$ cat src/rtl/toy_panel_ctrl_if.sv
`default_nettype none
// ---------------------------------------------------------------------------
// mem_rwport : single-transaction memory read/write port (val/rdy handshake)
// Rev 1.0
// ---------------------------------------------------------------------------
interface mem_rwport #(
   parameter int ADDR_W = 8,
   parameter int DATA_W = 16
);
   logic              val;
   logic              wen;
   logic [ADDR_W-1:0] addr;
   logic [DATA_W-1:0] wdata;
   logic [DATA_W-1:0] rdata;
   logic              rdy;

   modport master (output val, wen, addr, wdata, input rdata, rdy);
   modport slave  (input val, wen, addr, wdata, output rdata, rdy);
endinterface
`default_nettype wire

$ cat src/rtl/toy_panel_ctrl.sv
`default_nettype none
// ---------------------------------------------------------------------------
// toy_panel_ctrl : TOY front panel, turns SET/LOAD/LOOK presses into memory ops
// Rev 1.0
// ---------------------------------------------------------------------------
module toy_panel_ctrl #(
   parameter int ADDR_W   = 8,
   parameter int DATA_W   = 16,
   parameter int AUTO_INC = 1
) (
   input  logic              clk_i,
   input  logic              rst_ni,
   input  logic              halted_i,
   input  logic [ADDR_W-1:0] sw_addr_i,
   input  logic [DATA_W-1:0] sw_data_i,
   input  logic              btn_set_i,
   input  logic              btn_load_i,
   input  logic              btn_look_i,
   mem_rwport.master         mem,
   output logic [ADDR_W-1:0] led_addr_o,
   output logic [DATA_W-1:0] led_data_o,
   output logic              busy_o
);

   typedef enum logic [1:0] {
      ST_IDLE  = 2'd0,
      ST_REQ   = 2'd1,
      ST_RDATA = 2'd2
   } state_t;

   localparam logic [ADDR_W-1:0] c_addr_one = 1;

   state_t            r_state;
   logic [2:0]        r_btn_prev;
   logic [ADDR_W-1:0] r_addr;
   logic [DATA_W-1:0] r_wdata;
   logic [DATA_W-1:0] r_led;
   logic              r_val;
   logic              r_wen;
   logic              r_op_wr;
   logic              r_busy;

   logic [2:0]        w_btn;
   logic [2:0]        w_rise;
   logic              w_accept;

   assign w_btn    = {btn_set_i, btn_load_i, btn_look_i};
   assign w_rise   = w_btn & ~r_btn_prev;
   assign w_accept = (r_state == ST_IDLE) && halted_i;

   // History follows the buttons in reset too, so a held button never fires.
   always_ff @(posedge clk_i) begin
      r_btn_prev <= w_btn;
   end

   always_ff @(posedge clk_i) begin
      if (rst_ni) begin
         r_state <= ST_IDLE;
         r_addr  <= '0;
         r_wdata <= '0;
         r_led   <= '0;
         r_val   <= 1'b0;
         r_wen   <= 1'b0;
         r_op_wr <= 1'b0;
         r_busy  <= 1'b0;
      end else begin
         case (r_state)
            ST_IDLE: begin
               if (w_accept) begin
                  if (w_rise[2]) begin
                     r_addr <= sw_addr_i;
                  end else if (w_rise[1]) begin
                     r_wdata <= sw_data_i;
                     r_op_wr <= 1'b1;
                     r_val   <= 1'b1;
                     r_wen   <= 1'b1;
                     r_busy  <= 1'b1;
                     r_state <= ST_REQ;
                  end else if (w_rise[0]) begin
                     r_op_wr <= 1'b0;
                     r_val   <= 1'b1;
                     r_wen   <= 1'b0;
                     r_busy  <= 1'b1;
                     r_state <= ST_REQ;
                  end
               end
            end
            ST_REQ: begin
               if (mem.rdy) begin
                  r_val <= 1'b0;
                  r_wen <= 1'b0;
                  if (r_op_wr) begin
                     r_led   <= r_wdata;
                     r_busy  <= 1'b0;
                     r_state <= ST_IDLE;
                     if (AUTO_INC != 0) r_addr <= r_addr + c_addr_one;
                  end else begin
                     r_state <= ST_RDATA;
                  end
               end
            end
            ST_RDATA: begin
               r_led   <= mem.rdata;
               r_busy  <= 1'b0;
               r_state <= ST_IDLE;
               if (AUTO_INC != 0) r_addr <= r_addr + c_addr_one;
            end
            default: begin
               r_val   <= 1'b0;
               r_wen   <= 1'b0;
               r_busy  <= 1'b0;
               r_state <= ST_IDLE;
            end
         endcase
      end
   end

   assign mem.val    = r_val;
   assign mem.wen    = r_wen;
   assign mem.addr   = r_addr;
   assign mem.wdata  = r_wdata;
   assign led_addr_o = r_addr;
   assign led_data_o = r_led;
   assign busy_o     = r_busy;

endmodule
`default_nettype wire

$ cat src/flat_wrapper.sv
// flat-port wrapper written by rule: the top's interface ports become plain ports
module toy_panel_ctrl_flat 
#(
   parameter int ADDR_W   = 8,
   parameter int DATA_W   = 16,
   parameter int AUTO_INC = 1
)
  (clk_i, rst_ni, halted_i, sw_addr_i, sw_data_i, btn_set_i, btn_load_i, btn_look_i, led_addr_o, led_data_o, busy_o, mem_val, mem_wen, mem_addr, mem_wdata, mem_rdata, mem_rdy);
  mem_rwport #(.ADDR_W(ADDR_W), .DATA_W(DATA_W)) mem_i ();
  input  logic clk_i;
  input  logic rst_ni;
  input  logic halted_i;
  input  logic [ADDR_W-1:0] sw_addr_i;
  input  logic [DATA_W-1:0] sw_data_i;
  input  logic btn_set_i;
  input  logic btn_load_i;
  input  logic btn_look_i;
  output logic [ADDR_W-1:0] led_addr_o;
  output logic [DATA_W-1:0] led_data_o;
  output logic busy_o;
  output wire logic [$bits(mem_i.val)-1:0] mem_val;
  output wire logic [$bits(mem_i.wen)-1:0] mem_wen;
  output wire logic [$bits(mem_i.addr)-1:0] mem_addr;
  output wire logic [$bits(mem_i.wdata)-1:0] mem_wdata;
  input wire logic [$bits(mem_i.rdata)-1:0] mem_rdata;
  input wire logic [$bits(mem_i.rdy)-1:0] mem_rdy;
  assign mem_val = mem_i.val;
  assign mem_wen = mem_i.wen;
  assign mem_addr = mem_i.addr;
  assign mem_wdata = mem_i.wdata;
  assign mem_i.rdata = mem_rdata;
  assign mem_i.rdy = mem_rdy;
  toy_panel_ctrl #(.ADDR_W(ADDR_W), .DATA_W(DATA_W), .AUTO_INC(AUTO_INC)) u_core (.clk_i(clk_i), .rst_ni(rst_ni), .halted_i(halted_i), .sw_addr_i(sw_addr_i), .sw_data_i(sw_data_i), .btn_set_i(btn_set_i), .btn_load_i(btn_load_i), .btn_look_i(btn_look_i), .mem(mem_i), .led_addr_o(led_addr_o), .led_data_o(led_data_o), .busy_o(busy_o));
endmodule
$ cat config.mk
export PLATFORM = sky130hd
export DESIGN_NAME = toy_panel_ctrl_flat
export DESIGN_NICKNAME = d
export VERILOG_FILES = /design/src/rtl/toy_panel_ctrl_if.sv /design/src/rtl/toy_panel_ctrl.sv /design/src/flat_wrapper.sv
export SDC_FILE = /design/constraint.sdc
export NUM_CORES = 1
export LEC_CHECK = 0
export BUFFER_PORTS_ARGS = -buffer_cell sky130_fd_sc_hd__buf_2
export CAP_MARGIN = 20
export CORE_ASPECT_RATIO = 0.8
export CORE_MARGIN = 4
export CORE_UTILIZATION = 51
export CTS_CLUSTER_DIAMETER = 120
export DETAILED_ROUTE_END_ITERATION = 7
export PLACE_DENSITY = 0.84
export SYNTH_ARGS = -nofsm -noshare
export SYNTH_HDL_FRONTEND = slang
export SYNTH_SLANG_ARGS = --single-unit
export TNS_END_PERCENT = 10
$ cat constraint.sdc
create_clock -name clk_i -period 3.85 [get_ports clk_i]
set_clock_uncertainty 0.15 [all_clocks]
set_input_delay 0.1925 -clock clk_i [delete_from_list [all_inputs] [get_ports clk_i]]
set_output_delay 0.1925 -clock clk_i [all_outputs]
set_load 0.01 [all_outputs]
* After elaboration in Yosys (flattened, before gate mapping)
Cells that the tools add are included.
Widths: inputs -> output; s select.
** Storage, ports and cells
- Logic and storage cells :: 63
- Register bits after elaboration :: 49
- Output and inout port bits :: 51
** Operators by class
- Add/subtract/negate cells :: 1
- Mux-type cells :: 29
- Reduce and logical (&&, ||, !) cells :: 12
- Bitwise operators :: 4
- Equality and inequality tests :: 8
** Operators by type and width (count)
- $mux 16 :: 2
- $mux 8 :: 4
- $pmux 16 s2 :: 1
- $pmux 8 s3 :: 1
- $reduce_and 5->1 :: 3
- $mux 2 :: 6
- $reduce_and 4->1 :: 3
- $mux 1 :: 11
- $add 8x1->8 const B :: 1
- $ne 2x1->1 const B :: 3
- $pmux 1 s3 :: 2
- $ne 2x2->1 const B :: 2
- $pmux 2 s2 :: 1
- $reduce_bool 2->1 :: 2
- $and 3x3->3 :: 1
- $ne 3x1->1 const B :: 1
- $not 3->3 :: 1
- $reduce_and 3->1 :: 1
- $reduce_bool 3->1 :: 1
- $eq 2x1->1 const B :: 1
- $eq 2x2->1 const B :: 1
- $logic_not 2->1 :: 1
- $not 1->1 :: 2
- $pmux 1 s2 :: 1
- $logic_and 1x1->1 :: 1

* Logic depth before layout (Yosys ltp)
- Depth in word-level cells :: 7
- Depth in mapped cells :: 8

* Least setup slack after synthesis
Ideal clock, no wire load.
- Kind :: flip-flop to flip-flop
- Start point :: register u_core.r_state[0]
- End point :: register u_core.r_addr[0] (netlist: u_core.led_addr_o[0])
- Arrival time :: 1392 ps
- Cell stages (with the launch flop) :: 8
- Library setup time :: 91 ps
- Path slack :: 2217 ps
- Data required time :: 3609 ps
- Path buffers :: 1
- Clock period less this slack :: 1633 ps
- Path through :: dfxtp_1 inv_1 ha_1 buf_4 nand2b_4 a21oi_4 a21oi_2 a311oi_1
** Between the ends
- Longest elaborated chain between the ends :: 4
** Ends and longest elaborated chain
- start, declared :: line toy_panel_ctrl.sv:33 : state_t r_state;
- start signal, assigned :: line toy_panel_ctrl.sv:58 : r_state <= ST_IDLE;
- start signal, assigned :: line toy_panel_ctrl.sv:78 : r_state <= ST_REQ;
- start signal, assigned :: line toy_panel_ctrl.sv:84 : r_state <= ST_REQ;
- $logic_not 2->1 :: line toy_panel_ctrl.sv:49, toy_panel_ctrl.sv:67
- $logic_and 1x1->1 :: line toy_panel_ctrl.sv:49 : assign w_accept = (r_state == ST_IDLE) && halted_i;
- $ne 2x1->1 (no line)
- $reduce_and 5->1 (no line)
- end signal, assigned :: line toy_panel_ctrl.sv:71 : r_addr <= sw_addr_i;
- end signal, assigned :: line toy_panel_ctrl.sv:96 : if (AUTO_INC != 0) r_addr <= r_addr + c_addr_one;
- end signal, assigned :: line toy_panel_ctrl.sv:106 : if (AUTO_INC != 0) r_addr <= r_addr + c_addr_one;
- end, declared :: line toy_panel_ctrl.sv:35 : logic [ADDR_W-1:0] r_addr;
Parallel ways exist; a longest one is shown, timed or not.
A chain may end at the register's enable or synchronous reset.

* Worst setup path in the final report
Ends and elaborated chain as after synthesis.

==> results.ini <==
[power]
seqPwrFrac=0.379
p_int_mw=1.13
switching_share=0.389
p_per_area_nw_per_um2=613
irDropWorstVdd_mv=0.325
p_sw_mw=0.722
combPwrFrac=0.453
total_leakage_power_nw=1.44
clkPwrFrac=0.168
fin_total_pwr_mw=1.85

[global_routing]
grt_use_total=0.189
antenna_found_initial=0
grt_pass1_wl_um=8830
grt_pass1_vias=1982
grt_max_degree=43
overflow=0

[clock_tree]
clkLatencyLatePin_ns=0.29
cts_sinks=49
cts_made_buffers=5
clock_path_buffers=2
post-cts-setup-buffers=0
cts_resized=0
clk_pin_slew_ns=0.09
htree_levels=2
ctsHoldBuffers=15
cts_tree=yes
cts_root_buf=clkbuf_8

[routing]
via_per_inst=5.19
drt-initial-drc-count=52
wl_per_cell_um=13.8
finalWirelength_um=5530
drtAntennaViolNets=0
drt-met1-wl_um=2410
highest_layer=met4
drc=0
vias=2069
wl_met3_um=430
first_pass_iters=4
wl_met2_um=2610

[place]
place.gp.congestion=0.760
portBuffers=97
dp_hpwl_um=3840

[sta]
worst_pin_slew_ns=0.872
max-slew-margin-rel=0.419
fmaxAchievable_mhz=476
final.min_clock_period_ns=2.10
setup_viol=0
finalHoldViolCount=0
finalMaxSlewViolations=0
post-route-period-util=0.546
grt_setup_unrepaired=no
setup_tns_ns=0

[logic_synthesis]
synthFlopType=dfxtp_1
synth-edff-count=0
synth-async-reset-ratio=0
ys_seq_elements=49
ys_types=39
synth_area_per_cell_um2=9.71
yosys_warnings=0
syn_nets=293
synth_cells=241
synth-seq-area-share=0.419
synth_area_um2=2340

[worst_setup_path]
cp.arrival_ns=2.15
required_ns=3.90
path_class=flip-flop to flip-flop
end_kind=flip-flop
critPathLaunchType=flip-flop
r2r-start=u_core.r_state[0]
worst-path-max-fanout=15
crit_start=u_core.r_state[0]

[final_layout]
drive_gt1_frac=0.371
antenna_cells=0
fin_nets=393
syn_to_final_growth_pct=29.4
utilization=0.703

[flow_run]
maxCapViolations=0

[floorplan]
io_pins=98
start_util=0.543
core_area_um2=4310
die_area_um2=5740
num_rows=21
die_w_um=83.7
dieHeight_um=68.6

[min_path]
hp-class=input pin to flip-flop
min-delay-start=sw_data_i[7]

[outcome]
status=complete, no violations

## worst paths after layout
path | endpoint | slack (ns) | cells past startpoint
worst min-delay path | u_core.mem.wdata[7] | 0.004 | 3
worst max-delay path | u_core.led_addr_o[0] | 1.75 | 6
worst min register to register | u_core.r_state[1] | 0.33 | 2
worst max register to register | u_core.led_addr_o[0] | 1.75 | 6
## power by group through the flow
stage | Clock, mW | Combinational (mW) | Sequential (mW)
global route | 0.341 | 0.936 | 0.719
CTS | 0.323 | 0.847 | 0.703
finish | 0.312 | 0.840 | 0.702
floorplan | 0 | 0.583 | 0.754
detailed placement | 0 | 0.832 | 0.713
global placement | 0 | 0.813 | 0.706
## cell type report
class,count,area (µm²)
clock buffer,6,82.6
clock inverter,2,13.8
fill,360,1280
inverter,5,18.8
multi-input combinational,165,1200
sequential,49,981
tap,57,71.3
timing repair buffer,115,658
## critical path: stages, from the launching register on
cell	delay [ns]
dfxtp_1	0.37
inv_1	0.09
ha_1	0.62
nand2b_4	0.11
a21oi_4	0.31
a21oi_2	0.09
a311oi_1	0.27
## metal layers
layer,global-route usage,vias to the layer above
li1,-,1044
met1,0.217,943
met2,0.348,75
met3,0.0546,7
met4,0.0622,0
met5,0,-
## stage by stage
stage | hold WS (ns) | cells | setup slack, ns | cell area (µm²)
final | 0.00412 | 399 | 1.75 | 3030
after global routing | 0.000228 | 399 | 1.59 | 3030
after CTS | 0.00583 | 399 | 1.75 | 3030
after detailed placement | 0.159 | 376 | 1.78 | 2780
after global placement | 0.157 | 376 | 1.91 | 2780
after floorplan | 0.0702 | 241 | 2.22 | 2340
## kinds of logic after synthesis
logic type,share of synthesized area
AO/OA/AOI/OAI,0.186
adder cells (fa/ha/maj),0.0267
buffers and inverters,0.0668
flip-flops,0.419
multiplexers,0.150
AND/OR/NAND/NOR,0.152
## flip-flops by register name (all words and copies together) (netlist names)
| signal | flops |
|---|---|
| u_core.busy_o | 1 |
| u_core.r_state | 2 |
| u_core.mem.wen | 1 |
| u_core.mem.wdata | 16 |
| u_core.r_op_wr | 1 |
| u_core.r_btn_prev | 3 |
| u_core.led_addr_o | 8 |
| u_core.mem.val | 1 |
| u_core.led_data_o | 16 |
## cells in the final DEF (no fill, tap or decap), types with 2 or more instances in the layout
cell type	count
mux2i_1	35
o221a_1	2
nor3_1	2
o21a_1	4
ha_1	5
nand4_1	3
buf_2	97
nor2_1	37
nand3_1	2
dlygate4sd3_1	15
nor2b_1	5
and2_1	2
a21oi_1	7
o21ai_1	9
buf_4	3
a211oi_2	10
nand2_1	11
a211oi_1	7
dfxtp_1	49
nand2b_1	5
clkbuf_8	6
nor4_1	2
inv_1	4
a21o_1	2
o41ai_1	2
## synthesized netlist by cell type (2+ instances only)
| cell | n | area (µm²) |
|---|---|---|
| nand3_1 | 2 | 10.0 |
| o21ai_1 | 9 | 45.0 |
| inv_1 | 4 | 15.0 |
| nor2b_1 | 5 | 31.3 |
| o21a_1 | 4 | 30.0 |
| a21oi_1 | 7 | 35.0 |
| ha_1 | 5 | 62.6 |
| nor2_1 | 37 | 139 |
| nand2b_1 | 5 | 31.3 |
| a211oi_1 | 7 | 52.6 |
| a211oi_2 | 10 | 125 |
| nor4_1 | 2 | 12.5 |
| dfxtp_1 | 49 | 981 |
| clkbuf_1 | 5 | 18.8 |
| nand4_1 | 3 | 18.8 |
| and2_1 | 2 | 12.5 |
| buf_4 | 11 | 82.6 |
| o221a_1 | 2 | 22.5 |
| buf_2 | 5 | 25.0 |
| nor3_1 | 2 | 10.0 |
| a21o_1 | 2 | 15.0 |
| mux2i_1 | 35 | 350 |
| o41ai_1 | 2 | 17.5 |
| nand2_1 | 11 | 41.3 |
Power figures use the tool's default switching activity.
